<file path="config.mk">
export PLATFORM = sky130hd
export DESIGN_NAME = shared_add_arb
export DESIGN_NICKNAME = d
export VERILOG_FILES = /design/src/rtl/shared_add_pkg.sv /design/src/rtl/shared_add_arb_rr_arbiter.sv /design/src/rtl/shared_add_arb.sv
export SDC_FILE = /design/constraint.sdc
export NUM_CORES = 1
export LEC_CHECK = 0
export CAP_MARGIN = 20
export CORE_AREA = 3 3 47 49
export CTS_BUF_LIST = sky130_fd_sc_hd__clkbuf_4
export CTS_CLUSTER_DIAMETER = 120
export DETAILED_ROUTE_END_ITERATION = 10
export DIE_AREA = 0 0 50 52
export GPL_TIMING_DRIVEN = 0
export PLACE_DENSITY = 0.68
export SLEW_MARGIN = 20
export SYNTH_ARGS = -nofsm -noshare
export SYNTH_HDL_FRONTEND = slang
export SYNTH_SLANG_ARGS = --single-unit
</file>
<file path="constraint.sdc">
create_clock -name clk -period 2.75 [get_ports clk]
set_input_delay 0.55 -clock clk [delete_from_list [all_inputs] [get_ports clk]]
set_output_delay 0.55 -clock clk [all_outputs]
set_load 0.005 [all_outputs]
</file>
<file path="src/rtl/shared_add_pkg.sv">
// Shared definitions for the time-shared adder: default sizes, the
// result-register state encoding and the tag-width helper.
package shared_add_pkg;

    localparam int DEF_WIDTH = 4;
    localparam int DEF_NCH   = 2;

    // Result register occupancy; FULL means out_valid is high.
    typedef enum logic {
        ST_EMPTY = 1'b0,
        ST_FULL  = 1'b1
    } res_state_t;

    // Ceiling log2 with a floor of 1 so a tag always has at least one bit.
    function automatic int clog2(input int n);
        int r;
        r = 0;
        for (int v = n - 1; v > 0; v = v >> 1) begin
            r++;
        end
        if (r < 1) begin
            r = 1;
        end
        return r;
    endfunction

endpackage

</file>
<file path="src/rtl/shared_add_arb_rr_arbiter.sv">
// Round-robin arbiter: the pointer names the highest-priority channel; the
// first requesting channel at or after it wins. The pointer moves one past
// the winner only when the grant is actually taken (advance).
module rr_arbiter
    import shared_add_pkg::*;
#(
    parameter  int N  = DEF_NCH,
    localparam int CW = clog2(N)
) (
    input  logic          clk,
    input  logic          rst_n,
    input  logic [N-1:0]  req,
    input  logic          advance,
    output logic [N-1:0]  gnt_comb,
    output logic [CW-1:0] idx
);

    logic [CW-1:0] ptr_q;
    logic [CW-1:0] cand_idx;
    logic          found;
    int            cand;

    // Masked priority search: scan from the pointer, wrapping modulo N.
    always_comb begin
        // NOTE: every output of a combinational block gets a default first; a path that skips an assignment would infer a latch.
        gnt_comb = '0;
        idx      = '0;
        found    = 1'b0;
        cand     = 0;
        cand_idx = '0;
        for (int i = 0; i < N; i++) begin
            cand = int'(ptr_q) + i;
            if (cand >= N) begin
                cand = cand - N;
            end
            cand_idx = CW'(cand);
            if (!found && req[cand_idx]) begin
                found              = 1'b1;
                idx                = cand_idx;
                gnt_comb[cand_idx] = 1'b1;
            end
        end
    end

    // Pointer register: advance past the winner when the grant is accepted.
    always_ff @(posedge clk or negedge rst_n) begin
        // NOTE: state is updated with non-blocking assignments so every flop samples pre-edge values regardless of statement order.
        if (!rst_n) begin
            ptr_q <= '0;
        end else if (advance) begin
            ptr_q <= (idx == CW'(N - 1)) ? '0 : idx + 1'b1;
        end
    end

endmodule

</file>
<file path="src/rtl/shared_add_arb.sv">
// Time-shared adder: NCH operand-pair channels share one WIDTH-bit adder
// through a round-robin arbiter, feeding a one-entry result register with
// valid/ready backpressure and a channel tag.
// Optional feature: define SHARED_ADD_SUB_EN to add per-channel subtract
// (sub_bus input, out_sub output).
module shared_add_arb
    import shared_add_pkg::*;
#(
    parameter  int WIDTH = DEF_WIDTH,
    parameter  int NCH   = DEF_NCH,
    localparam int CH_W  = clog2(NCH)
) (
    input  logic                 clk,
    input  logic                 rst_n,
    input  logic [NCH-1:0]       req,
    input  logic [NCH*WIDTH-1:0] a_bus,
    input  logic [NCH*WIDTH-1:0] b_bus,
    output logic [NCH-1:0]       gnt,
    output logic                 out_valid,
    input  logic                 out_ready,
`ifdef SHARED_ADD_SUB_EN
    input  logic [NCH-1:0]       sub_bus,
    output logic                 out_sub,
`endif
    output logic [WIDTH:0]       out_sum,
    output logic [CH_W-1:0]      out_ch
);

    res_state_t     state_q;
    res_state_t     state_d;
    logic           acc;
    logic [NCH-1:0] gnt_comb;
    logic [CH_W-1:0] idx;
    logic [WIDTH-1:0] a_sel;
    logic [WIDTH-1:0] b_sel;
    logic [WIDTH:0]   sum_d;

    // A new pair is taken when someone requests and the register is free
    // or draining this same cycle.
    assign acc       = (|req) && ((state_q == ST_EMPTY) || out_ready);
    assign out_valid = (state_q == ST_FULL);

    rr_arbiter #(.N(NCH)) u_arb (
        .clk      (clk),
        .rst_n    (rst_n),
        .req      (req),
        .advance  (acc),
        .gnt_comb (gnt_comb),
        .idx      (idx)
    );

    // Operand mux: pick the winning channel's pair.
    assign a_sel = a_bus[idx*WIDTH +: WIDTH];
    assign b_sel = b_bus[idx*WIDTH +: WIDTH];

`ifdef SHARED_ADD_SUB_EN
    logic sub_sel;
    assign sub_sel = sub_bus[idx];
    // Zero-extended operands give an unsigned sum or a signed difference.
    assign sum_d = sub_sel ? ({1'b0, a_sel} - {1'b0, b_sel})
                           : ({1'b0, a_sel} + {1'b0, b_sel});
`else
    // Zero-extended operands keep the carry in the MSB.
    assign sum_d = {1'b0, a_sel} + {1'b0, b_sel};
`endif

    // Result register occupancy state.
    always_ff @(posedge clk or negedge rst_n) begin
        if (!rst_n) begin
            state_q <= ST_EMPTY;
        end else begin
            state_q <= state_d;
        end
    end

    // Next occupancy: fill on accept, drain when the consumer takes it.
    always_comb begin
        state_d = state_q;
        if (acc) begin
            state_d = ST_FULL;
        end else if ((state_q == ST_FULL) && out_ready) begin
            state_d = ST_EMPTY;
        end
    end

    // Result, tag and grant pulse; result holds whenever nothing is accepted.
    always_ff @(posedge clk or negedge rst_n) begin
        // NOTE: payload flops are often left unreset, but these drive outputs that must read zero after reset, so they are cleared.
        if (!rst_n) begin
            gnt     <= '0;
            out_sum <= '0;
            out_ch  <= '0;
`ifdef SHARED_ADD_SUB_EN
            out_sub <= 1'b0;
`endif
        end else begin
            gnt <= acc ? gnt_comb : '0;
            if (acc) begin
                out_sum <= sum_d;
                out_ch  <= idx;
`ifdef SHARED_ADD_SUB_EN
                out_sub <= sub_sel;
`endif
            end
        end
    end

endmodule

</file>
======== After elaboration in Yosys (flattened, before gate mapping) ========
Cells that the tools add are included.
storage, ports and cells
  register bits ........................... 10
  input bits .............................. 21
  logic and storage cells ................. 48
operators by class
  add/sub/neg operators ................... 5
  magnitude comparators ................... 6
  shift-type cells ........................ 2
  multiplexer cells ....................... 19
  bitwise logic cells ..................... 2
  reduce and logical (&&, ||, !) cells .... 9
operators by type and width
  cell                                                                                 number
  8-bit by 4-bit indexed part select with 4-bit output                                 2
  1-bit two-way mux                                                                    14
  2-bit two-way mux                                                                    3
  4-bit by 4-bit adder with 5-bit output                                               1
  1-bit logical AND                                                                    5
  1-bit by 2-bit < comparator with 1-bit output, second input constant                 2
  1-bit by 1-bit adder with 2-bit output, second input constant                        1
  1-bit demux with 1-bit select                                                        2
  1-bit greater-or-equal comparator, second input constant                             2
  1-bit by 2-bit greater-or-equal comparator with 1-bit output, second input constant  1
  2-bit greater-or-equal comparator, second input constant                             1
  2-bit bitwise OR                                                                     1
  2-bit nonzero test                                                                   1
  2-bit OR reduction                                                                   1
  1-bit subtractor, second input constant                                              2
  1-bit adder, second input constant                                                   1
  1-bit zero test                                                                      1
  1-bit logical OR                                                                     1
  1-bit inverter                                                                       1

======== Longest topological paths before layout ========
  depth after elaboration ................. 10
  depth in mapped cells ................... 10
  depth with buffers taken out ............ 9

======== By module ========
From an unflattened synthesis, not the netlist that was laid out.
unflattened totals
  cells, all modules ...................... 54
  area, all modules ....................... 660.6 µm²
modules (own cells, without submodules)
  module          instances  cells each  area an instance (µm²)  sequential area each (µm²)
  shared_add_arb  1          47          576.8                   225.2
  rr_arbiter      1          7           83.8                    25.0

======== Worst setup path after synthesis ========
No wires, ideal clock.
  kind .................................... in2reg
  start point ............................. input req[0]
  end point ............................... register out_sum[1]
  setup time .............................. 0.083 ns
  data arrival time ....................... 2.023 ns
  required time ........................... 2.667 ns
  slack ................................... 0.645 ns
  stages .................................. 8
  buffers on the path ..................... 1
  cells stage by stage .................... inv_2 -> o21ai_2 -> buf_6 -> mux2_4 -> ha_1 -> inv_1 -> fa_1 -> o21ai_0
on the way
  word-level cells in the longest chain between the ends .. 8
  elaborated cells on any way between the ends .. 14
ends and longest elaborated chain
  item                                                                     RTL line                                    text
  start, declared                                                          shared_add_arb.sv:15                        input logic [NCH-1:0] req,
  1-bit two-way mux (implied by the code) (2 in series)                    shared_add_arb_rr_arbiter.sv:37             if (!found && req[cand_idx]) begin
  1-bit two-way mux                                                        shared_add_arb_rr_arbiter.sv:37
  1-bit zero test                                                          shared_add_arb_rr_arbiter.sv:37
  1-bit logical AND                                                        shared_add_arb_rr_arbiter.sv:37
  1-bit two-way mux                                                        shared_add_arb_rr_arbiter.sv:37
  8-bit by 4-bit indexed part select with 4-bit output (on tied branches)  shared_add_arb.sv:53, shared_add_arb.sv:54
  4-bit by 4-bit adder with 5-bit output                                   shared_add_arb.sv:64                        assign sum_d = {1'b0, a_sel} + {1'b0, b_sel};
  end signal, assigned                                                     shared_add_arb.sv:99                        out_sum <= sum_d;
  end, declared                                                            shared_add_arb.sv:25                        output logic [WIDTH:0] out_sum,
Several ways; a longest one is shown, not always the timed one. The select of a mux whose other input is x is not followed.
A chain may end at the register's enable or synchronous reset.

======== Worst setup path in the final report ========
  start point ............................. input req[0]
  end point ............................... register out_sum[3]
The elaborated chain is that of the path after synthesis.

==> Flow_metrics.wiki <==
{| class="wikitable"
! Metric !! Value
|-
| Setup crit start kind || primary input
|-
| First drt pass iteration count || 4
|-
| Highest ir drop seen on vdd || 0.173 mV
|-
| PD cells || 483 nW/µm²
|-
| Post-DP HPWL || 1090 µm
|-
| H-Tree Level Count || 1
|-
| Ranking of synthesized cells by area || dfrtp_1 (39%), mux2_4 (14%), ha_1 (7.7%), mux2_1 (5.2%), o21ai_0 (4.6%)
|-
| # resized after CTS || 0
|-
| Fmax || 0.385 GHz
|-
| Via count || 544
|-
| Ports placed on the boundary || 30
|-
| Area of the mapped netlist || 647 µm²
|-
| Setup-failing EPs final || 0
|-
| Post-synth net total || 82
|-
| Critical Setup Path Class || primary input to flip-flop
|-
| Final estimated routing congestion in global placement || 0.764
|-
| GRT Util Overall || 11.0%
|-
| DRT iter0 DRCs || 7
|-
| Width of the die || 50 µm
|-
| Pin slew with the least headroom to its limit || 456 ps
|-
| Total of fill cells in the finished design || 178
|-
| Mean Syn Cell Area || 11.6 µm²
|-
| Yosys reg bits || 10
|-
| Cell area after placement || 971 µm²
|-
| CTS max path bufs || 2
|-
| Maximum number of pins on one net before global-route repair || 11
|-
| Setup bufs post-CTS || 0
|-
| Ratio of final minimum period to clock period || 94.4%
|-
| Layout cell share with drive strength beyond 1 || 14.8%
|-
| Clock period minus final worst setup slack || 2600 ps
|-
| Clock tree from TritonCTS || built
|-
| Sequential cell area || 250 µm²
|-
| Category of the worst setup path capture point || flip-flop
|-
| # diodes || 0
|-
| Vias in the first global route || 523
|-
| Antenna violations before repair || 0
|-
| List of most frequent post-synthesis cells || dfrtp_1 (10), mux2_4 (6), o21ai_0 (6)
|-
| Top FF cell, synth || dfrtp_1
|-
| CP arrival || 2760 ps
|-
| Height of the chip || 52 µm
|-
| Aggregate global routing overflow || 0
|-
| TritonCTS sink count || 10
|-
| Largest driver fanout on the critical path || 10
|-
| Net count reported at finish || 116
|-
| Floorplan Core Area || 1900 µm²
|-
| First-pass GRT wire length || 2140 µm
|-
| Most frequently used cell type in the post-synthesis netlist || dfrtp_1
|-
| DRC errors left || 0
|-
| Hold bufs inserted after CTS || 0
|-
| Antenna violation net count after detailed routing || 0
|-
| Final cell area excluding filler cells || 993 µm²
|-
| Tot Pwr || 0.480 mW
|-
| Worst Hold Margin || 484 ps
|-
| Area added between synthesis and finish || 53.6%
|-
| Synth Instances || 56
|-
| Initial core utilization || 34.0%
|-
| Sum of negative setup slack || 0 ps
|-
| Number of synthesized flops with an enable pin || 0
|-
| CTS clk-pin slew, worst paths || 60 ps
|-
| Ys async rst share || 100%
|-
| Total area of multi-input combinational cells || 374 µm²
|-
| Clock network latency to the later pin of the worst-skew pair || 250 ps
|-
| Crit path required time || 2910 ps
|-
| Total wire length after detailed routing || 1300 µm
|-
| Worst hold-check path type || flip-flop to flip-flop
|-
| Number of rows created at floorplan || 16
|-
| RSZ-0062 raised after global routing || no
|-
| Total of buffers placed on input and output ports || 29
|-
| Count of different cell masters after synthesis || 26
|-
| Number of warnings issued by yosys || 0
|-
| Leakage power of the design || 0.428 nW
|-
| Worst rel slew slack || 69.6%
|-
| Routed vias/inst || 4.73
|-
| Worst clock skew || 1.21 ps
|-
| Area share of the largest cell type after synthesis || 38.7%
|-
| WL/cell || 11.3 µm
|-
| Die footprint || 2600 µm²
|-
| Post-synthesis sequential area ratio || 38.7%
|-
| Max-capacitance violation count || 0
|-
| Hold Fails Final Rpt || 0
|-
| Biggest area consumer among synthesized cells || dfrtp_1
|-
| Result of the run || completed
|-
| Clock buffer count from CTS || 3
|-
| Final count of pins violating max slew || 0
|-
| CTS Root Cell || clkbuf_4
|}
cells by family (layout without fill, tap and decap cells):
kind of cell	after synthesis	in the layout	share of synthesized area, %
simple gates	9	9	7.54
buf+inv	4	36	3.48
mux	11	11	22.2
compound gates	16	16	15.9
flops	10	10	38.7
fa+ha+maj	5	5	10.8
xor+xnor	1	1	1.35
state kept, by name, indices dropped and copies added, names as in the netlist:
name and count:
out_ch 1, out_valid 1, gnt 2, out_sum 5
u_arb.ptr_q 1
power breakdown:
group | internal (mW) | switching, mW
combinational | 0.123 | 0.0696
sequential | 0.176 | 0.0158
clock | 0.0503 | 0.0449
critical path, cell delays in order:
cell             delay (ps)
clkdlybuf4s50_1         550
inv_2                    60
o21ai_2                 210
buf_6                   200
mux2_4                  310
ha_1                    330
a21oi_1                 200
a21boi_0                110
o31ai_1                 230
layout by cell type, fill, tap and decap left out, types with 2 or more instances in the layout:
master / n
mux2_1: 3
a21oi_1: 2
mux2_4: 6
ha_1: 4
mux2i_1: 2
o21ai_0: 6
clkbuf_4: 3
nor2_1: 2
clkdlybuf4s50_1: 29
nor2b_1: 2
inv_1: 2
o21ai_2: 2
dfrtp_1: 10
area by class of cell:
| class | count | area share, % |
|---|---|---|
| flip-flops and latches | 10 | 25.2 |
| repair buffers | 29 | 29.2 |
| well taps | 27 | 3.40 |
| plain buffers | 1 | 1.13 |
| multi-input cells | 42 | 37.7 |
| inverters | 3 | 1.13 |
| clock buffers | 3 | 2.27 |
metal layers:
metal  part of all wire, %  track usage, %  vias up
li1                      -               -      275
met1                    40            11.0      251
met5                     0               0        -
met3                   7.6            4.01        0
met2                    52            19.3       18
met4                     0            6.91        0
stage by stage:
stage / utilization (%) / setup WS, ps / cells
6_report: 52.2 / 153 / 115
5_1_grt: 52.2 / 14.6 / 115
4_1_cts: 52.2 / 138 / 115
3_5_place_dp: 51.1 / -127 / 112
3_3_place_gp: 51.1 / -64.6 / 112
2_1_floorplan: - / 645 / 56
final timing paths:
kind	startpoint	end	slack, ps	cells past startpoint
min	out_ch$_DFFE_PN0P_	out_ch$_DFFE_PN0P_	480	1
max reg2reg	u_arb.ptr_q$_DFFE_PN0P_	out_sum[3]$_DFFE_PN0P_	650	7
max	req[0]	out_sum[3]$_DFFE_PN0P_	150	9
max in group asynchronous	rst_n	gnt[0]$_DFF_PN0_	1840	1
min reg2reg	out_ch$_DFFE_PN0P_	out_ch$_DFFE_PN0P_	480	1
min in group asynchronous	rst_n	out_ch$_DFFE_PN0P_	610	1
Note: power is estimated with default switching activity, not from simulation.
